===== config.mk =====
export PLATFORM = sky130hd
export DESIGN_NAME = maple_tx_flat
export DESIGN_NICKNAME = d
export VERILOG_FILES = /design/src/rtl/maple_pkg.sv /design/src/rtl/maple_tx_if.sv /design/src/rtl/maple_tx_shifter.sv /design/src/rtl/maple_tx.sv /design/src/flat_wrapper.sv
export SDC_FILE = /design/constraint.sdc
export NUM_CORES = 1
export LEC_CHECK = 0
export CAP_MARGIN = 30
export CORE_ASPECT_RATIO = 2
export CORE_MARGIN = 5
export CORE_UTILIZATION = 45
export CTS_CLUSTER_DIAMETER = 200
export DETAILED_ROUTE_END_ITERATION = 7
export PLACE_DENSITY = 0.72
export SLEW_MARGIN = 20
export SYNTH_ARGS = -nofsm -noshare
export SYNTH_HDL_FRONTEND = slang
export SYNTH_SLANG_ARGS = --single-unit

===== constraint.sdc =====
create_clock -name clk -period 2.1 [get_ports clk]
set_input_delay 0.525 -clock clk [delete_from_list [all_inputs] [get_ports clk]]
set_output_delay 0.525 -clock clk [all_outputs]
set_load 0.02 [all_outputs]

===== src/rtl/maple_pkg.sv =====
// maple_pkg: shared types and constants for the Maple bus transmitter.
// State encoding, default pulse counts and byte geometry.
package maple_pkg;

    typedef enum logic [2:0] {
        S_IDLE,
        S_PRE,
        S_START,
        S_DATA,
        S_END
    } state_t;

    localparam int START_PULSES_DEF = 4;
    localparam int END_PULSES_DEF   = 2;
    localparam int BITS_PER_BYTE    = 8;
    localparam int IDX_W            = $clog2(BITS_PER_BYTE);

endpackage


===== src/rtl/maple_tx_if.sv =====
// maple_tx_if: byte stream handshake into the Maple transmitter.
// The source drives data/last/valid, the transmitter returns ready.
interface maple_tx_if;
    import maple_pkg::*;

    logic [BITS_PER_BYTE-1:0] tx_data;
    logic                     tx_last;
    logic                     tx_valid;
    logic                     tx_ready;

    modport master (
        output tx_data,
        output tx_last,
        output tx_valid,
        input  tx_ready
    );

    modport slave (
        input  tx_data,
        input  tx_last,
        input  tx_valid,
        output tx_ready
    );

endinterface


===== src/rtl/maple_tx_shifter.sv =====
// maple_tx_shifter: holding register, shift register and bit index.
// Define MAPLE_TX_CRC_EN to append an XOR checksum byte to each frame.
module maple_tx_shifter
    import maple_pkg::*;
(
    input  logic             clk,
    input  logic             rst,
    input  logic             clr,
    input  logic             load,
    input  logic             shift,
    input  logic             busy_nxt,
    maple_tx_if.slave        tx,
    output logic             can_load,
    output logic             bit_out,
    output logic             byte_last,
    output logic [IDX_W-1:0] bit_idx
);

    logic [BITS_PER_BYTE-1:0] hold_q, hold_d;
    logic [BITS_PER_BYTE-1:0] sh_q, sh_d;
    logic [IDX_W-1:0]         idx_q, idx_d;
    logic hold_full_q, hold_full_d;
    logic hold_last_q, hold_last_d;
    logic last_acc_q, last_acc_d;
    logic sh_last_q, sh_last_d;
    logic ready_d;
    logic accept;
`ifdef MAPLE_TX_CRC_EN
    logic [BITS_PER_BYTE-1:0] crc_q, crc_d;
    logic crc_due_q, crc_due_d;
`endif

    assign accept    = tx.tx_valid && tx.tx_ready;
    assign bit_out   = sh_q[BITS_PER_BYTE-1];
    assign byte_last = sh_last_q;
    assign bit_idx   = idx_q;
`ifdef MAPLE_TX_CRC_EN
    assign can_load  = hold_full_q || crc_due_q;
`else
    assign can_load  = hold_full_q;
`endif

    // Next buffer state: clear on frame start, load/shift, accept bytes.
    always_comb begin
        hold_d      = hold_q;
        hold_full_d = hold_full_q;
        hold_last_d = hold_last_q;
        last_acc_d  = last_acc_q;
        sh_d        = sh_q;
        sh_last_d   = sh_last_q;
        idx_d       = idx_q;
`ifdef MAPLE_TX_CRC_EN
        crc_d       = crc_q;
        crc_due_d   = crc_due_q;
`endif
        if (clr) begin
            hold_full_d = 1'b0;
            hold_last_d = 1'b0;
            last_acc_d  = 1'b0;
            sh_last_d   = 1'b0;
`ifdef MAPLE_TX_CRC_EN
            crc_d       = '0;
            crc_due_d   = 1'b0;
`endif
        end else begin
            if (load) begin
                idx_d = IDX_W'(BITS_PER_BYTE - 1);
                if (hold_full_q) begin
                    sh_d        = hold_q;
                    hold_full_d = 1'b0;
`ifdef MAPLE_TX_CRC_EN
                    sh_last_d   = 1'b0;
                    crc_due_d   = hold_last_q;
                end else if (crc_due_q) begin
                    sh_d        = crc_q;
                    sh_last_d   = 1'b1;
                    crc_due_d   = 1'b0;
`else
                    sh_last_d   = hold_last_q;
`endif
                end
            end else if (shift) begin
                sh_d  = {sh_q[BITS_PER_BYTE-2:0], 1'b0};
                idx_d = idx_q - IDX_W'(1);
            end
            if (accept) begin
                hold_d      = tx.tx_data;
                hold_full_d = 1'b1;
                hold_last_d = tx.tx_last;
                if (tx.tx_last) last_acc_d = 1'b1;
`ifdef MAPLE_TX_CRC_EN
                crc_d       = crc_q ^ tx.tx_data;
`endif
            end
        end
    end

    // Ready is registered from the post-edge buffer state.
    assign ready_d = busy_nxt && !hold_full_d && !last_acc_d;

    // Buffer registers.
    always_ff @(posedge clk) begin
        if (rst) begin
            hold_q      <= '0;
            hold_full_q <= 1'b0;
            hold_last_q <= 1'b0;
            last_acc_q  <= 1'b0;
            sh_q        <= '0;
            sh_last_q   <= 1'b0;
            idx_q       <= IDX_W'(BITS_PER_BYTE - 1);
            tx.tx_ready <= 1'b0;
`ifdef MAPLE_TX_CRC_EN
            crc_q       <= '0;
            crc_due_q   <= 1'b0;
`endif
        end else begin
            hold_q      <= hold_d;
            hold_full_q <= hold_full_d;
            hold_last_q <= hold_last_d;
            last_acc_q  <= last_acc_d;
            sh_q        <= sh_d;
            sh_last_q   <= sh_last_d;
            idx_q       <= idx_d;
            tx.tx_ready <= ready_d;
`ifdef MAPLE_TX_CRC_EN
            crc_q       <= crc_d;
            crc_due_q   <= crc_due_d;
`endif
        end
    end

endmodule


===== src/rtl/maple_tx.sv =====
// maple_tx: Maple bus frame transmitter (start, data, end patterns).
// Define MAPLE_TX_CRC_EN to append an XOR checksum byte to each frame.
module maple_tx
    import maple_pkg::*;
#(
    parameter int START_PULSES = START_PULSES_DEF,
    parameter int END_PULSES   = END_PULSES_DEF
) (
    input  logic      clk,
    input  logic      rst,
    input  logic      tick,
    input  logic      start,
    maple_tx_if.slave tx,
    output logic      out_p1,
    output logic      out_p5,
    output logic      oe,
    output logic      busy,
    output logic      done,
    output logic      err
);

    localparam logic [7:0] START_LAST = 8'(2 * START_PULSES);
    localparam logic [7:0] END_LAST   = 8'(2 * END_PULSES + 1);
    localparam logic [7:0] END_FIN    = 8'(2 * END_PULSES + 2);

    state_t           state_q, state_d;
    logic [7:0]       cnt_q, cnt_d;
    logic             uflag_q, uflag_d;
    logic             p1_d, p5_d, oe_d, busy_d, done_d, err_d;
    logic             sh_clr, sh_load, sh_shift;
    logic             sh_can_load, sh_bit, sh_last;
    logic [IDX_W-1:0] sh_idx;

    maple_tx_shifter u_shifter (
        .clk      (clk),
        .rst      (rst),
        .clr      (sh_clr),
        .load     (sh_load),
        .shift    (sh_shift),
        .busy_nxt (busy_d),
        .tx       (tx),
        .can_load (sh_can_load),
        .bit_out  (sh_bit),
        .byte_last(sh_last),
        .bit_idx  (sh_idx)
    );

    // State, phase counter and underrun flag.
    always_ff @(posedge clk) begin
        if (rst) begin
            state_q <= S_IDLE;
            cnt_q   <= '0;
            uflag_q <= 1'b0;
        end else begin
            state_q <= state_d;
            cnt_q   <= cnt_d;
            uflag_q <= uflag_d;
        end
    end

    // Next state: advance one phase per tick, schedule shifter loads.
    always_comb begin
        state_d  = state_q;
        cnt_d    = cnt_q;
        uflag_d  = uflag_q;
        sh_clr   = 1'b0;
        sh_load  = 1'b0;
        sh_shift = 1'b0;
        unique case (state_q)
            S_IDLE: if (start) begin
                state_d = S_PRE;
                cnt_d   = '0;
                uflag_d = 1'b0;
                sh_clr  = 1'b1;
            end
            S_PRE: if (tick) begin
                state_d = S_START;
                cnt_d   = '0;
            end
            S_START: if (tick) begin
                if (cnt_q == START_LAST) begin
                    cnt_d = '0;
                    if (sh_can_load) begin
                        state_d = S_DATA;
                        sh_load = 1'b1;
                    end else begin
                        state_d = S_END;
                        uflag_d = 1'b1;
                    end
                end else begin
                    cnt_d = cnt_q + 8'd1;
                end
            end
            S_DATA: if (tick) begin
                if (cnt_q[0] && sh_idx == '0) begin
                    cnt_d = '0;
                    if (sh_last) begin
                        state_d = S_END;
                    end else if (sh_can_load) begin
                        sh_load = 1'b1;
                    end else begin
                        state_d = S_END;
                        uflag_d = 1'b1;
                    end
                end else begin
                    cnt_d    = cnt_q + 8'd1;
                    sh_shift = cnt_q[0];
                end
            end
            S_END: if (tick) begin
                if (cnt_q == END_FIN) begin
                    state_d = S_IDLE;
                    cnt_d   = '0;
                end else begin
                    cnt_d = cnt_q + 8'd1;
                end
            end
            default: state_d = S_IDLE;
        endcase
    end

    // Output values for the phase executed on this tick.
    always_comb begin
        p1_d   = out_p1;
        p5_d   = out_p5;
        oe_d   = oe;
        busy_d = busy;
        err_d  = err;
        done_d = 1'b0;
        unique case (state_q)
            S_IDLE: if (start) begin
                busy_d = 1'b1;
                err_d  = 1'b0;
            end
            S_PRE: if (tick) begin
                oe_d = 1'b1;
                p1_d = 1'b1;
                p5_d = 1'b1;
            end
            S_START: if (tick) begin
                if (cnt_q == '0) p1_d = 1'b0;
                else             p5_d = !cnt_q[0];
            end
            S_DATA: if (tick) begin
                if (sh_idx[0]) begin
                    if (!cnt_q[0]) begin
                        p5_d = 1'b1;
                        p1_d = sh_bit;
                    end else begin
                        p5_d = 1'b0;
                    end
                end else begin
                    if (!cnt_q[0]) begin
                        p1_d = 1'b1;
                        p5_d = sh_bit;
                    end else begin
                        p1_d = 1'b0;
                    end
                end
            end
            S_END: if (tick) begin
                unique case (1'b1)
                    (cnt_q == END_FIN): begin
                        oe_d   = 1'b0;
                        p1_d   = 1'b1;
                        p5_d   = 1'b1;
                        busy_d = 1'b0;
                        done_d = 1'b1;
                        err_d  = uflag_q;
                    end
                    (cnt_q == END_LAST): p5_d = 1'b1;
                    (cnt_q == '0): begin
                        p1_d = 1'b1;
                        p5_d = 1'b0;
                    end
                    default: p1_d = !cnt_q[0];
                endcase
            end
            default: ;
        endcase
    end

    // Registered line and status outputs.
    always_ff @(posedge clk) begin
        if (rst) begin
            out_p1 <= 1'b1;
            out_p5 <= 1'b1;
            oe     <= 1'b0;
            busy   <= 1'b0;
            done   <= 1'b0;
            err    <= 1'b0;
        end else begin
            out_p1 <= p1_d;
            out_p5 <= p5_d;
            oe     <= oe_d;
            busy   <= busy_d;
            done   <= done_d;
            err    <= err_d;
        end
    end

endmodule


===== src/flat_wrapper.sv =====
// flat-port wrapper written by rule: the top's interface ports become plain ports
module maple_tx_flat import maple_pkg::*;
#(
    parameter int START_PULSES = START_PULSES_DEF,
    parameter int END_PULSES   = END_PULSES_DEF
)
  (clk, rst, tick, start, out_p1, out_p5, oe, busy, done, err, tx_tx_data, tx_tx_last, tx_tx_valid, tx_tx_ready);
  maple_tx_if tx_i ();
  input  logic clk;
  input  logic rst;
  input  logic tick;
  input  logic start;
  output logic out_p1;
  output logic out_p5;
  output logic oe;
  output logic busy;
  output logic done;
  output logic err;
  input wire logic [$bits(tx_i.tx_data)-1:0] tx_tx_data;
  input wire logic [$bits(tx_i.tx_last)-1:0] tx_tx_last;
  input wire logic [$bits(tx_i.tx_valid)-1:0] tx_tx_valid;
  output wire logic [$bits(tx_i.tx_ready)-1:0] tx_tx_ready;
  assign tx_i.tx_data = tx_tx_data;
  assign tx_i.tx_last = tx_tx_last;
  assign tx_i.tx_valid = tx_tx_valid;
  assign tx_tx_ready = tx_i.tx_ready;
  maple_tx #(.START_PULSES(START_PULSES), .END_PULSES(END_PULSES)) u_core (.clk(clk), .rst(rst), .tick(tick), .start(start), .tx(tx_i), .out_p1(out_p1), .out_p5(out_p5), .oe(oe), .busy(busy), .done(done), .err(err));
endmodule

==> Implementation_results.wiki, run 1 <==
{| class="wikitable"
! Metric !! Value
|-
| First-iteration detailed-routing DRC count || 47
|-
| Starting density of the core || 45.5%
|-
| Most frequent cells in the layout || dfxtp_1, nor2_1, buf_4, clkdlybuf4s50_1, mux2i_1
|-
| Floorplan die width || 60.7 um
|-
| Count of nets after finishing || 332
|-
| Worst Hold Launch || u_core.u_shifter.last_acc_q$_SDFF_PP0_
|-
| Antenna diode instance count || 0
|-
| First-pass GRT wire length || 9490 um
|-
| Maximum frequency from static timing analysis || 500 MHz
|-
| Buffer levels on the longest clock path || 2
|-
| Total length of routed wires || 5680 um
|-
| VDD IR max || 0.000700 V
|-
| Setup slack on the worst flop-to-flop path || 100 ps
|-
| Setup violation total in the final timing report || 0
|-
| Half-perimeter wire length after detailed placement || 4290 um
|-
| Capturing instance or port of the critical path || u_core.state_q[0]$_SDFFE_PP0P_
|-
| Run status || completed
|-
| Cell area after layout || 0.00291 mm2
|-
| Distinct cell type count of the synthesized netlist || 51
|-
| Setup repair after global routing missed its margin || false
|-
| Grt ovf || 0
|-
| CTS Buf Count || 5
|-
| Number of global-route vias before repair || 2178
|-
| Sinks on Clock Net || 42
|-
| Global router's overall resource usage || 18.0%
|-
| Final count of pins violating max slew || 0
|-
| Post-Place Setup Slack || -202 ps
|-
| Setup TNS || 0 ps
|-
| Adder-cell area share of the yosys netlist || 3.24%
|-
| Height of the die || 111 um
|-
| Fraction of synthesized area in multiplexers || 8.22%
|-
| Average instance area after synthesis || 8.57 um2
|-
| Worst setup path startpoint || u_core.cnt_q[4]$_SDFFE_PP0P_
|-
| Worst Setup Path Type || reg2reg
|-
| Share of synthesized flip-flops with an asynchronous set or reset || 0%
|-
| Number of top-level pins || 21
|-
| Req. time, crit path || 2290 ps
|-
| Normalized max-slew margin || 70.2%
|-
| Yosys synthesis warning count || 0
|-
| Pin count of the biggest net entering global routing || 40
|-
| Wire length per cell || 15.3 um
|-
| Leading cell type in the layout, fill and taps excluded || dfxtp_1
|-
| Xor and xnor area share after synthesis || 1.89%
|-
| Maximum fanout count along the critical path || 4
|-
| Pre-antenna DRT Iters || 5
|-
| Period Utilization, post-route || 95.3%
|-
| Number of antenna violations at the first check in global routing || 0
|-
| Final antenna-violating net count || 0
|-
| Post-layout min period || 2000 ps
|-
| Number of buffer cells added on primary ports || 20
|-
| Simple logic cell fraction of the synthesized area || 24.3%
|-
| HP Class || reg2reg
|-
| Share of the core filled with cells || 57.1%
|-
| Area growth, synth to finish || 25.7%
|-
| Slew at the pin closest to its max-slew limit || 445 ps
|-
| Least setup slack across all paths after layout || 99.5 ps
|-
| Setup Skew || 8.60 ps
|-
| Main combinational cell family by area after synthesis || simple AND/OR/NAND/NOR gates
|-
| Vias post-DR || 2146
|-
| TritonCTS clock tree || built
|-
| Number of enable-type register cells in the synthesized netlist || 0
|-
| Type of element capturing the critical path || flop
|-
| Share of final-layout standard cells stronger than drive strength 1 || 19.8%
|-
| Crit path launch type || flop
|-
| Worst-Skew Late Latency || 300 ps
|-
| Sequential share of the synthesized area || 36.3%
|-
| Dominant register cell in the synthesized netlist || dfxtp_1
|-
| Placed cell area || 0.00276 mm2
|-
| Cell count of the worst reg-to-reg path || 5
|-
| Gp weighted congestion || 0.874
|-
| Die area || 0.00677 mm2
|-
| Post-synthesis instance area || 0.00231 mm2
|-
| Worst R2R End || u_core.state_q[0]$_SDFFE_PP0P_
|-
| Number of max-capacitance violations reported || 0
|-
| Number of nets produced by synthesis || 290
|-
| Arrival time of data at the critical path endpoint || 2190 ps
|-
| Clock-pin slew reported for the worst setup and hold paths after clock tree synthesis || 90 ps
|-
| Leakage || 1.13 nW
|-
| Final total power || 2.61 mW
|-
| Power density normalized to cell area || 898 mW/mm2
|-
| CTS root buf || clkbuf_8
|-
| Number of failing hold endpoints at the final stage || 0
|-
| Synthesis-stage register bit count || 42
|-
| Total DRC errors in the routed layout || 0
|-
| # H-tree levels || 2
|-
| Worst reg2reg startpoint || u_core.cnt_q[4]$_SDFFE_PP0P_
|-
| Placeable core region || 0.00509 mm2
|-
| Number of standard-cell rows in the floorplan || 37
|-
| Cells after Synth || 270
|-
| Vias per cell || 5.78
|-
| Compound-cell area share of the yosys netlist || 20.7%
|}
==> synth_stat cells (3+ instances only) <==
master	n	area share, %
a211oi_1	4	1.3
nand2_1	18	2.9
nor3_1	11	2.4
mux2i_1	19	8.2
o31ai_1	3	0.97
a21oi_1	12	2.6
clkbuf_1	10	1.6
nand4_1	6	1.6
buf_2	5	1.1
nor3b_1	3	0.97
or3_1	4	1.1
nor2_1	33	5.4
o21ai_0	10	2.2
a211oi_2	7	3.8
inv_1	12	1.9
nand3_1	10	2.2
nand3b_1	3	0.97
nand2b_1	3	0.81
xnor2_1	5	1.9
a31oi_1	6	1.6
dfxtp_1	42	36
ha_1	6	3.2
nor2b_1	4	1.1
==> per-layer routing <==
metal	wire [um]	track usage, %
met2	3140	31.8
met1	2060	18.5
met4	307	11.1
met5	0	0
met3	162	2.78
==> final cells by class <==
cell class / instances / area [um2]
fillers: 497 / 2180
multi-input cells: 199 / 1400
flip-flops and latches: 42 / 841
repair buffers: 52 / 457
well taps: 58 / 72.6
clock buffers: 5 / 68.8
inverters: 12 / 45.0
clock inverters: 3 / 25.0
==> timing repair <==
item                       4_1_cts  5_1_grt
hold buffers                     0        0
pin swaps                        0        2
gates resized for setup          2       10
buffers inserted                 0        1
setup endpoints to repair        5       19
cloned                           0        0
==> power breakdown <==
| group | switching [mW] | internal (mW) | leakage [nW] |
|---|---|---|---|
| clock | 0.305 | 0.240 | 0.0447 |
| combinational | 0.617 | 0.521 | 0.747 |
| sequential | 0.0539 | 0.875 | 0.341 |
| total | 0.976 | 1.64 | 1.13 |
==> registers in the layout, summed over array words and instances (netlist names), 3 cells and up <==
signal                    flops
u_core.cnt_q                  8
u_core.state_q                3
u_core.u_shifter.bit_idx      3
u_core.u_shifter.hold_q       8
u_core.u_shifter.sh_q         8
==> per-stage QoR <==
step                instances  hold WS (ps)
global route              371           498
global placement          362           444
floorplan                 270           432
CTS                       370           467
detailed placement        362           454
finish                    371           465
==> cells by family (layout without fill, tap and decap cells) <==
logic type                 Yosys count  in the layout
AOI/OAI and AO/OA                   62             62
xor gates and xnor gates             5              5
adders and majority gates            6              6
buffers and inverters               29             72
DFF                                 42             42
muxes                               19             19
and+or+nand+nor                    107            107
==> how the worst min path moves through the flow <==
stage	slack (ps)	end	depth (start not counted)
2_1_floorplan	430	u_core.u_shifter.last_acc_q$_SDFF_PP0_	2
3_3_place_gp	440	u_core.u_shifter.hold_last_q$_SDFFE_PP0P_	2
3_5_place_dp	450	u_core.u_shifter.last_acc_q$_SDFF_PP0_	2
4_1_cts	470	u_core.u_shifter.last_acc_q$_SDFF_PP0_	2
5_1_grt	500	u_core.u_shifter.last_acc_q$_SDFF_PP0_	2
6_report	460	u_core.u_shifter.last_acc_q$_SDFF_PP0_	2
==> worst max-delay path: stages (launching register included) <==
cell      delay [ps]
dfxtp_1          330
or4_4            580
or3_4            430
a221oi_4         300
mux2i_1          210
nor2_1            50
Power figures use the tool's default switching activity.
==> run 2, diff against run 1 <==
--- a/config.mk
+++ b/config.mk
@@ -11,6 +11,7 @@
 export CORE_UTILIZATION = 45
 export CTS_CLUSTER_DIAMETER = 200
 export DETAILED_ROUTE_END_ITERATION = 7
+export GPL_ROUTABILITY_DRIVEN = 0
 export PLACE_DENSITY = 0.72
 export SLEW_MARGIN = 20
 export SYNTH_ARGS = -nofsm -noshare
==> results of run 2 <==
Final layout, timing and power as in run 1 (identical DEF).
==> run 3, diff against run 2 <==
--- a/config.mk
+++ b/config.mk
@@ -5,6 +5,7 @@
 export SDC_FILE = /design/constraint.sdc
 export NUM_CORES = 1
 export LEC_CHECK = 0
+export ABC_CLOCK_PERIOD_IN_PS = 2100
 export CAP_MARGIN = 30
 export CORE_ASPECT_RATIO = 2
 export CORE_MARGIN = 5
@@ -13,6 +14,7 @@
 export DETAILED_ROUTE_END_ITERATION = 7
 export GPL_ROUTABILITY_DRIVEN = 0
 export PLACE_DENSITY = 0.72
+export REMOVE_ABC_BUFFERS = 1
 export SLEW_MARGIN = 20
 export SYNTH_ARGS = -nofsm -noshare
 export SYNTH_HDL_FRONTEND = slang
==> run 3 against run 2 <==
- register-to-register slack got worse by 20 ps
- clock power grew 21%
- cell count up 1.3%
- critical path depth unchanged
- largest power group unchanged
- highest routed layer unchanged
==> Implementation_results.wiki, run 3 (same netlist as run 1, synthesis figures left out) <==
{| class="wikitable"
! Metric !! Value
|-
| Run status || completed
|-
| Least setup slack across all paths after layout || 81.1 ps (-18.4 ps)
|-
| Clock-pin slew reported for the worst setup and hold paths after clock tree synthesis || 90 ps (about the same)
|-
| Setup repair after global routing missed its margin || false
|-
| Maximum fanout count along the critical path || 4 (unchanged)
|-
| Type of element capturing the critical path || flop
|-
| Slowest-stage cell, CP || or4_4
|-
| Final antenna-violating net count || 0 (unchanged)
|-
| Leading cell type in the layout, fill and taps excluded || dfxtp_1
|-
| Starting density of the core || 45.5% (unchanged)
|-
| Sinks on Clock Net || 42 (unchanged)
|-
| CTS Buf Count || 5 (unchanged)
|-
| Hold-fix buffer count after cts || 0 (unchanged)
|-
| Largest incremental delay on the critical path || 560 ps (-20 ps)
|-
| Final total power || 2.69 mW (+2.8%)
|-
| Normalized max-slew margin || 72.8% (+2.5 points)
|-
| Number of global-route vias before repair || 2209 (+1.4%)
|-
| Post-layout min period || 2020 ps (+18.4 ps)
|-
| Pre-antenna DRT Iters || 4 (-1)
|-
| HP Class || reg2reg
|-
| Final count of pins violating max slew || 0 (unchanged)
|-
| Vias per cell || 5.72 (-1.1%)
|-
| Arrival time of data at the critical path endpoint || 2220 ps (+30 ps)
|-
| Height of the die || 111 um (unchanged)
|-
| Share of the core filled with cells || 57.9% (+0.81 points)
|-
| Wire length per cell || 14.8 um (-3.4%)
|-
| Die area || 0.00677 mm2 (unchanged)
|-
| Area growth, synth to finish || 27.5%
|-
| Maximum frequency from static timing analysis || 495 MHz (-0.91%)
|-
| # H-tree levels || 2 (unchanged)
|-
| Placeable core region || 0.00509 mm2 (unchanged)
|-
| Setup violation total in the final timing report || 0 (unchanged)
|-
| Number of failing hold endpoints at the final stage || 0 (unchanged)
|-
| CTS root buf || clkbuf_8
|-
| Period Utilization, post-route || 96.1% (+0.88 points)
|-
| Leakage || 1.18 nW (+3.9%)
|-
| CP Cell Sequence || or4_4 > or3_4 > a221oi_2 > mux2i_1 > nor2_1
|-
| Slew at the pin closest to its max-slew limit || 408 ps (-37.8 ps)
|-
| Share of final-layout standard cells stronger than drive strength 1 || 19.5% (-0.31 points)
|-
| Number of max-capacitance violations reported || 0 (unchanged)
|-
| TritonCTS clock tree || built
|-
| VDD IR max || 0.000685 V (-2.1%)
|-
| Crit path launch type || flop
|-
| Pin count of the biggest net entering global routing || 26 (-35%)
|-
| Worst-Skew Late Latency || 300 ps (about the same)
|-
| Half-perimeter wire length after detailed placement || 4390 um (+2.4%)
|-
| Floorplan die width || 60.7 um (unchanged)
|-
| Filler cells || 458 (-7.8%)
|-
| Grt ovf || 0 (unchanged)
|-
| Count of nets after finishing || 337 (+1.5%)
|-
| Worst Setup Path Type || reg2reg
|-
| First-iteration detailed-routing DRC count || 50 (+6.4%)
|-
| Worst hold-check slack || 465 ps (-0.116 ps)
|-
| Number of standard-cell rows in the floorplan || 37 (unchanged)
|-
| Most frequent cells in the layout || dfxtp_1, buf_4, nor2_1, clkdlybuf4s50_1, mux2i_1
|-
| Req. time, crit path || 2310 ps (+20 ps)
|-
| Vias post-DR || 2150 (+0.19%)
|-
| Post-Place Setup Slack || -136 ps (+66.1 ps)
|-
| Setup Skew || 11.2 ps (+2.60 ps)
|-
| Number of top-level pins || 21 (unchanged)
|-
| Global router's overall resource usage || 18.4% (+0.42 points)
|-
| Power density normalized to cell area || 911 mW/mm2 (+1.4%)
|-
| First-pass GRT wire length || 9620 um (+1.4%)
|-
| Number of antenna violations at the first check in global routing || 0 (unchanged)
|-
| Total length of routed wires || 5560 um (-2.1%)
|-
| Total DRC errors in the routed layout || 0 (unchanged)
|-
| Registers with the most flip-flops || u_core.cnt_q (8), u_core.u_shifter.hold_q (8), u_core.u_shifter.sh_q (8)
|-
| Buffer levels on the longest clock path || 2 (unchanged)
|-
| Setup TNS || 0 ps (unchanged)
|-
| Number of buffer cells added on primary ports || 20 (unchanged)
|-
| Antenna diode instance count || 0 (unchanged)
|}
-- run 3: what timing repair did --
item | CTS | global route
pin swaps | 0 | 0
gates resized for setup | 1 | 3
setup endpoints to repair | 2 | 3
buffers inserted | 0 | 0
-- run 3: worst max-delay path, delay by kind of cell, from the launching register on --
kind,cells,cell delay (ps)
AO/OA/AOI/OAI,1,340
flip-flops,1,330
multiplexers,1,230
AND/OR/NAND/NOR,3,1030
-- run 3: final timing paths --
check | end | from | cells after the start | slack (ps)
worst max-delay path | u_core.state_q[0]$_SDFFE_PP0P_ | u_core.cnt_q[7]$_SDFFE_PP0P_ | 5 | 80
worst min-delay path | u_core.u_shifter.last_acc_q$_SDFF_PP0_ | u_core.u_shifter.last_acc_q$_SDFF_PP0_ | 2 | 460
worst min register to register | u_core.u_shifter.last_acc_q$_SDFF_PP0_ | u_core.u_shifter.last_acc_q$_SDFF_PP0_ | 2 | 460
worst max register to register | u_core.state_q[0]$_SDFFE_PP0P_ | u_core.cnt_q[7]$_SDFFE_PP0P_ | 5 | 80
-- run 3: metal layers --
layer  vias to the layer above  wire, um  GRT usage, %
li1                       1069         -             -
met1                       989      1950          17.5
met2                        63      3040          33.2
met3                        29       191          3.36
met4                         0       384          12.4
met5                         -         0             0
-- run 3: report_power, final --
part,total (mW),internal [mW],switching (mW)
sequential,0.937,0.875,0.0620
clock,0.658,0.357,0.301
combinational,1.09,0.496,0.595
-- run 3: through the flow --
stage          instance area, um2  cells
5_1_grt                      2950    376
3_5_place_dp                 2830    368
4_1_cts                      2940    376
2_1_floorplan                2240    253
3_3_place_gp                 2830    368
6_report                     2950    376
-- run 3: cell type report --
class / count / area, um2 / area share [%]
clock buffers: 5 / 68.8 / 2.33
clock inverters: 3 / 43.8 / 1.48
inverters: 12 / 45.0 / 1.53
multi-input cells: 199 / 1360 / 46.2
flip-flops and latches: 42 / 841 / 28.5
well taps: 58 / 72.6 / 2.46
repair buffers: 57 / 515 / 17.5
